==> src/rtl/rvj1_sram_bank_arb.sv <==
// Banked SRAM arbiter between the jedro_1 core port and the Caravel Wishbone slave.
// Define RVJ1_SRAM_ARB_RR_EN for per-bank round-robin conflict arbitration; otherwise the core always wins.

module rvj1_sram_bank_arb_lane #(
    parameter int BANK_AW = 9
) (
`ifdef RVJ1_SRAM_ARB_RR_EN
    input  logic               clk_i,
    input  logic               rstn_i,
`endif
    input  logic               a_hit,
    input  logic               a_we,
    input  logic [3:0]         a_be,
    input  logic [BANK_AW-1:0] a_addr,
    input  logic [31:0]        a_wdata,
    input  logic               w_hit,
    input  logic               w_we,
    input  logic [3:0]         w_sel,
    input  logic [BANK_AW-1:0] w_addr,
    input  logic [31:0]        w_wdata,
    output logic               a_win,
    output logic               w_win,
    output logic               csb,
    output logic               web,
    output logic [3:0]         wmask,
    output logic [BANK_AW-1:0] addr,
    output logic [31:0]        din
);
    logic conflict;
    assign conflict = a_hit & w_hit;

`ifdef RVJ1_SRAM_ARB_RR_EN
    // ptr_q: 0 names the core, 1 names Wishbone; only moves on a conflict
    logic ptr_q;
    always_ff @(posedge clk_i or negedge rstn_i) begin
        if (!rstn_i)       ptr_q <= 1'b0;
        else if (conflict) ptr_q <= ~ptr_q;
    end
    assign a_win = a_hit & ~(conflict &  ptr_q);
    assign w_win = w_hit & ~(conflict & ~ptr_q);
`else
    assign a_win = a_hit;
    assign w_win = w_hit & ~a_hit;
`endif

    always_comb begin
        csb   = 1'b1;
        web   = 1'b1;
        wmask = '0;
        addr  = '0;
        din   = '0;
        if (a_win) begin
            csb   = 1'b0;
            web   = ~a_we;
            wmask = a_be;
            addr  = a_addr;
            din   = a_wdata;
        end else if (w_win) begin
            csb   = 1'b0;
            web   = ~w_we;
            wmask = w_sel;
            addr  = w_addr;
            din   = w_wdata;
        end
    end
endmodule

module rvj1_sram_bank_arb #(
    parameter int NUM_BANKS = 2,
    parameter int BANK_AW   = 9
) (
    input  logic                         clk_i,
    input  logic                         rstn_i,
    input  logic                         a_req_i,
    input  logic                         a_we_i,
    input  logic [3:0]                   a_be_i,
    input  logic [BANK_AW+$clog2(NUM_BANKS)-1:0] a_addr_i,
    input  logic [31:0]                  a_wdata_i,
    output logic                         a_gnt_o,
    output logic                         a_rvalid_o,
    output logic [31:0]                  a_rdata_o,
    input  logic                         wbs_stb_i,
    input  logic                         wbs_cyc_i,
    input  logic                         wbs_we_i,
    input  logic [3:0]                   wbs_sel_i,
    input  logic [31:0]                  wbs_adr_i,
    input  logic [31:0]                  wbs_dat_i,
    output logic                         wbs_ack_o,
    output logic [31:0]                  wbs_dat_o,
    output logic [NUM_BANKS-1:0]         sram_csb_o,
    output logic [NUM_BANKS-1:0]         sram_web_o,
    output logic [4*NUM_BANKS-1:0]       sram_wmask_o,
    output logic [BANK_AW*NUM_BANKS-1:0] sram_addr_o,
    output logic [32*NUM_BANKS-1:0]      sram_din_o,
    input  logic [32*NUM_BANKS-1:0]      sram_dout_i
);
    localparam int BANK_LG    = $clog2(NUM_BANKS);
    localparam int BANK_SEL_W = (BANK_LG > 0) ? BANK_LG : 1;
    localparam int ADDR_W     = BANK_AW + BANK_LG;

    typedef enum logic {WB_IDLE, WB_ACK} wb_state_e;
    wb_state_e wb_state_q, wb_state_d;

    logic [ADDR_W-1:0]     w_addr;
    logic [BANK_SEL_W-1:0] a_bank, w_bank, a_bank_q, w_bank_q;
    logic                  a_elig, w_elig, w_gnt, w_we_q;
    logic [1:0]            a_vld_pipe;

    logic [NUM_BANKS-1:0]              a_win_v, w_win_v;
    logic [NUM_BANKS-1:0][3:0]         wmask_v;
    logic [NUM_BANKS-1:0][BANK_AW-1:0] addr_v;
    logic [NUM_BANKS-1:0][31:0]        din_v, dout_v;

    // Wishbone byte-offset and high address bits alias away
    logic unused_adr;
    assign unused_adr = ^{wbs_adr_i[31:ADDR_W+2], wbs_adr_i[1:0]};

    assign w_addr = wbs_adr_i[ADDR_W+1:2];
    assign dout_v = sram_dout_i;

    if (NUM_BANKS == 1) begin : g_one_bank
        assign a_bank = '0;
        assign w_bank = '0;
    end else begin : g_multi_bank
        assign a_bank = a_addr_i[ADDR_W-1:BANK_AW];
        assign w_bank = w_addr[ADDR_W-1:BANK_AW];
    end

    // Gating with rstn_i keeps every strobe and grant quiet while reset is held
    assign a_elig = rstn_i & a_req_i;
    assign w_elig = rstn_i & wbs_stb_i & wbs_cyc_i & (wb_state_q == WB_IDLE);

    for (genvar b = 0; b < NUM_BANKS; b++) begin : g_bank
        rvj1_sram_bank_arb_lane #(.BANK_AW(BANK_AW)) u_lane (
`ifdef RVJ1_SRAM_ARB_RR_EN
            .clk_i   (clk_i),
            .rstn_i  (rstn_i),
`endif
            .a_hit   (a_elig && (a_bank == BANK_SEL_W'(b))),
            .a_we    (a_we_i),
            .a_be    (a_be_i),
            .a_addr  (a_addr_i[BANK_AW-1:0]),
            .a_wdata (a_wdata_i),
            .w_hit   (w_elig && (w_bank == BANK_SEL_W'(b))),
            .w_we    (wbs_we_i),
            .w_sel   (wbs_sel_i),
            .w_addr  (w_addr[BANK_AW-1:0]),
            .w_wdata (wbs_dat_i),
            .a_win   (a_win_v[b]),
            .w_win   (w_win_v[b]),
            .csb     (sram_csb_o[b]),
            .web     (sram_web_o[b]),
            .wmask   (wmask_v[b]),
            .addr    (addr_v[b]),
            .din     (din_v[b])
        );
    end

    assign sram_wmask_o = wmask_v;
    assign sram_addr_o  = addr_v;
    assign sram_din_o   = din_v;

    assign a_gnt_o       = |a_win_v;
    assign w_gnt         = |w_win_v;
    assign a_vld_pipe[0] = a_gnt_o & ~a_we_i;

    always_ff @(posedge clk_i or negedge rstn_i) begin
        if (!rstn_i) begin
            a_vld_pipe[1] <= 1'b0;
            a_bank_q      <= '0;
        end else begin
            a_vld_pipe[1] <= a_vld_pipe[0];
            if (a_gnt_o) a_bank_q <= a_bank;
        end
    end

    assign a_rvalid_o = a_vld_pipe[1];
    assign a_rdata_o  = a_vld_pipe[1] ? dout_v[a_bank_q] : 32'h0;

    always_ff @(posedge clk_i or negedge rstn_i) begin
        if (!rstn_i) begin
            wb_state_q <= WB_IDLE;
            w_bank_q   <= '0;
            w_we_q     <= 1'b0;
        end else begin
            wb_state_q <= wb_state_d;
            if (w_gnt) begin
                w_bank_q <= w_bank;
                w_we_q   <= wbs_we_i;
            end
        end
    end

    always_comb begin
        wb_state_d = wb_state_q;
        wbs_ack_o  = 1'b0;
        wbs_dat_o  = 32'h0;
        case (wb_state_q)
            WB_IDLE: if (w_gnt) wb_state_d = WB_ACK;
            WB_ACK: begin
                wbs_ack_o  = 1'b1;
                wb_state_d = WB_IDLE;
                if (!w_we_q) wbs_dat_o = dout_v[w_bank_q];
            end
            default: wb_state_d = WB_IDLE;
        endcase
    end
endmodule

==> config.mk <==
export PLATFORM = sky130hd
export DESIGN_NAME = rvj1_sram_bank_arb
export DESIGN_NICKNAME = d
export VERILOG_FILES = /design/src/rtl/rvj1_sram_bank_arb.sv
export SDC_FILE = /design/constraint.sdc
export NUM_CORES = 1
export LEC_CHECK = 0
export BUFFER_PORTS_ARGS = -buffer_cell sky130_fd_sc_hd__buf_2
export CAP_MARGIN = 30
export CORE_AREA = 2 2 136 138
export CTS_CLUSTER_DIAMETER = 200
export DETAILED_ROUTE_END_ITERATION = 16
export DIE_AREA = 0 0 138 140
export GPL_ROUTABILITY_DRIVEN = 0
export SLEW_MARGIN = 20
export SYNTH_ARGS = -nofsm -noshare
export SYNTH_HDL_FRONTEND = slang
export SYNTH_SLANG_ARGS = --single-unit
==> constraint.sdc <==
create_clock -name clk_i -period 3.5 [get_ports clk_i]
set_clock_uncertainty 0.05 [all_clocks]
set_input_delay 0.7 -clock clk_i [delete_from_list [all_inputs] [get_ports clk_i]]
set_output_delay 0.7 -clock clk_i [all_outputs]
set_load 0.02 [all_outputs]
Yosys cells after proc, flatten, opt, wreduce, memory -nomap -nowiden
Index checks and enable logic that the tools add are counted.
Cells by class
  order comparisons: 2
  reduce and logical (&&, ||, !) cells: 6
  bitwise operators: 14
  mux-type cells: 30
Operators with widths (number)
  $mux 32: 11
  $mux 9: 4
  $mux 4: 4
  $mux 1: 10
  $and 1x1->1: 7
  $not 1->1: 7
  $logic_and 1x1->1: 4
  $lt 1x2->1 const B: 2
  $reduce_or 2->1: 2
  $pmux 1 s2: 1
Word-level totals
  input port bits: 185
  logic and storage cells: 57
  register bits: 5
  output and inout port bits: 161

Logic depth before layout (Yosys ltp)
  depth after elaboration: 8
  gate-level depth with buffers: 6
  mapped depth without buffers: 3

Hierarchy
From an unflattened synthesis, not the netlist that was laid out.
Second synthesis, totals
  cells, all modules: 281
  area total of the unflattened synthesis: 2341.0 µm²
Modules (own cells, without submodules)
  rvj1_sram_bank_arb: area an instance 1332.5 µm², cells an instance 163, times used 1, seq. area each 125.1 µm²
  rvj1_sram_bank_arb_lane: area an instance 504.2 µm², cells an instance 59, times used 2, seq. area each 0.0 µm²

Worst setup path after synthesis
OpenSTA, ideal clock, no wires.
  path type: in2out
  start point: input a_addr_i[9]
  end point: output sram_addr_o[10]
  arrival: 1.904 ns
  stages on the path: 5
  buffers on the path: 2
  data required time: 2.750 ns
  slack: 0.846 ns
  cells stage by stage: buf_2 nand3_1 clkbuf_1 nand2_1 o21ai_0
Between the ends
  word-level cells in the longest chain between the ends: 5
RTL lines
  start: declaration: RTL line 77  | input logic [BANK_AW+$clog2(NUM_BANKS)-1:0] a_addr_i,
  $logic_and 1x1->1 (*): RTL line 139  | .a_hit (a_elig && (a_bank == BANK_SEL_W'(b))),
  $not 1->1: RTL line 43  | assign w_win = w_hit & ~a_hit;
  $and 1x1->1: RTL line 43
  $mux 9: RTL line 58  | end else if (w_win) begin
  $mux 9 (*): RTL line 52  | if (a_win) begin
  end: declaration: RTL line 93  | output logic [BANK_AW*NUM_BANKS-1:0] sram_addr_o,
Mark *: on every way between the ends. The rest lies on a longest branch, timed or not.

Final worst setup path
  start point: input rstn_i
  end point: output sram_din_o[49]
Between the ends
  word-level cells in the longest chain between the ends: 7
  elaborated cells on any way between the ends: 10
  those cells by class: mux (2); bitwise (6); reduce/logical (2)
RTL lines
  start: declaration: RTL line 73  | input logic rstn_i,
  $and 1x1->1 (3 in series): RTL line 131  | assign w_elig = rstn_i & wbs_stb_i & wbs_cyc_i & (wb_state_q == WB_IDLE);
  $logic_and 1x1->1: RTL line 144  | .w_hit (w_elig && (w_bank == BANK_SEL_W'(b))),
  $and 1x1->1: RTL line 43
  $mux 32: RTL line 58
  $mux 32 (*): RTL line 52
  end: declaration: RTL line 94  | output logic [32*NUM_BANKS-1:0] sram_din_o,
Marked as above.

==> results.ini <==
[status]
status = complete, no violations

[power_and_ir_drop]
leakage_nw = 2.92
total_power_uw = 800
ir_drop_uv = 63.0
powerDensity_nw_per_um2 = 172

[sta]
slew_viol_final = 0
whs_ns = 0.273
worst_pin_slew_ns = 0.846
slew_headroom_pct = 43.6
period_needed_ns = 2.85
hold_viol = 0
fmax_mhz = 351
setup_viol = 0
fin_tns_setup_ns = 0
final.period_utilization_pct = 81.5
rsz0062_at_grt = false
worst_slack_ns = 0.648

[clock_tree]
clock_latency_ns = 0.23
clock-root-buffer = clkbuf_16
cts.clk_slew.worst_paths_ns = 0.03
cts_tree = done
cts-buffers-inserted = 3
cts_hold_buffers = 0
cts-resized-gates = 0
numClockSinks = 5
clockBufferDepth = 2
htree_levels = 1
post_cts_buffers = 0

[setup_path]
reg2reg_depth = 3
r2r_end = w_we_q
path_class = in -> out
r2r_start = wb_state_q
crit_family = buffers and inverters
startpoint = rstn_i
cp.depth = 6
cp_max_fo = 27
required_ns = 2.75
rrSetupSlack_ns = 2.14
path_buf_inv = 3
crit_slowest_cell = and3_2
worstPathArrival_ns = 2.10
cp_cell_sequence = buf_2 > and3_2 > buf_12 > nand2_1 > o21ai_0 > buf_2
crit_end = sram_din_o[49]
cp-end-kind = output port
critPathLaunchType = input port
max_stage_delay_ns = 0.55
cp_common_cell = buf_2

[floorplanning]
initial_core_util_pct = 15.5
io_pins = 346
die_w_um = 138
core_region_area_um2 = 17800
num_rows = 49
die_h_um = 140
die-area_um2 = 19300

[grt]
globalRouteOverflowTotal = 0
grt_pass1_wl_um = 21500
grt_util_all_layers_pct = 13.7
antenna_found_initial = 1
first_global_vias = 4178
grt_max_degree = 46

[placement]
io_buffers = 323
dpl_worst_slack_ns = 0.610
dp_cells = 951
postPlaceCellArea_um2 = 4560
dp.final_hpwl_um = 11300

[cells_and_area]
num_antenna_cells = 0
fillers = 1976
drive_gt1_share_pct = 50.7
stdcell_area_um2 = 4640
layout.cells.non_filler = 955
post-route-util_pct = 26.1
final_nets = 912
syn_to_final_growth_pct = 68.3

[logic_synthesis]
synthDistinctLibCells = 31
synth.net_count = 618
avgSynthCellArea_um2 = 6.37
yosysWarnings = 0
ys.flop_type = dfrtp_1
yosysSeqAreaShare_pct = 4.54
synth_area_leader_cell = mux2i_1
syn-cell-area_um2 = 2760
synth_edf_count = 0
syn_inst = 433
async_flop_share_pct = 100
ys_ff_latch = 5
yosys.area.top_type_share_pct = 23.2
synthTopCellsByArea = mux2i_1 (23%), nand2_1 (19%), o2bb2ai_2 (9.8%)

[route]
drc_errors = 0
wire_per_inst_um = 14.8
wl_um = 14100
num_vias = 4219
drtIter0Drc = 171
vias_per_cell = 4.42
postRouteAntennaNets = 0
firstDrtPassIters = 4

[hold_path]
min_path_type = in -> async

[run]
max-cap-violations = 0

-- Yosys cell counts (2+ instances only) --
cell type,count
buf_4,4
nor2b_1,33
o2bb2ai_2,18
nor2_1,33
o21ai_0,43
o21ai_1,3
buf_6,4
clkbuf_1,19
nand2_1,138
buf_2,20
o2bb2ai_1,27
a21oi_1,2
mux2i_1,64
nand2b_1,2
nand3_1,2
nand3b_1,2
dfrtp_1,5
-- worst min-delay path by stage --
stage	startpoint	end	slack, ns
6_report	rstn_i	a_rvalid_o	0.27
5_1_grt	rstn_i	w_we_q	0.29
4_1_cts	rstn_i	a_rvalid_o	0.28
3_5_place_dp	w_we_q	w_we_q	0.44
3_3_place_gp	w_we_q	w_we_q	0.44
2_1_floorplan	rstn_i	a_bank_q	0.35
-- registers in the layout, summed over array words and instances, names as in the netlist --
name and cells:
w_we_q 1, a_bank_q 1, a_rvalid_o 1, wb_state_q 1, w_bank_q 1
-- cell families (layout without fill, tap and decap cells) --
group                     count (synthesis)  count (layout)  synth area share [%]
xor gates and xnor gates                  1               1                 0.318
muxes                                    65              65                  23.6
AOI/OAI and AO/OA                        96              96                  28.0
and+or+nand+nor                         218             218                  34.5
buffers and inverters                    48             341                  9.07
DFF                                       5               5                  4.54
-- area by class of cell --
class	instances	area, µm²	share of cell area [%]
clock buffer	4	78.8	1.70
inverter	1	3.75	0.0808
tap	229	287	6.17
sequential	5	128	2.75
multi-input combinational	380	2390	51.6
timing repair buffer	336	1750	37.7
-- placed cells by master, fill, tap and decap left out, drive strengths merged --
cell	Yosys	routed
buf	28	336
nand3b	2	2
nand3	2	2
mux2	1	1
xnor2	1	1
nor2	34	34
dfrtp	5	5
o2bb2a	1	1
and4b	1	1
and2	1	1
o21ai	46	46
inv	1	1
clkbuf	19	4
nand4	1	1
and4	1	1
nand2b	2	2
a21oi	2	2
o21a	1	1
nand4b	1	1
mux2i	64	64
nor2b	33	33
nand2	139	139
and3	1	1
o2bb2ai	45	45
a31oi	1	1
-- routing by layer --
metal / vias up / global-route usage, % / part of all wire [%]
met1: 1903 / 14.8 / 38
met2: 232 / 27.3 / 53
met3: 13 / 2.50 / 7.5
met4: 2 / 3.17 / 1.5
met5: - / 0 / 0.071
li1: 2069 / - / -
-- where the power goes --
group	internal (mW)	switching, mW
clock network	0.151	0.0384
logic	0.223	0.300
registers	0.0638	0.0238
(Power assumes the default switching activity.)
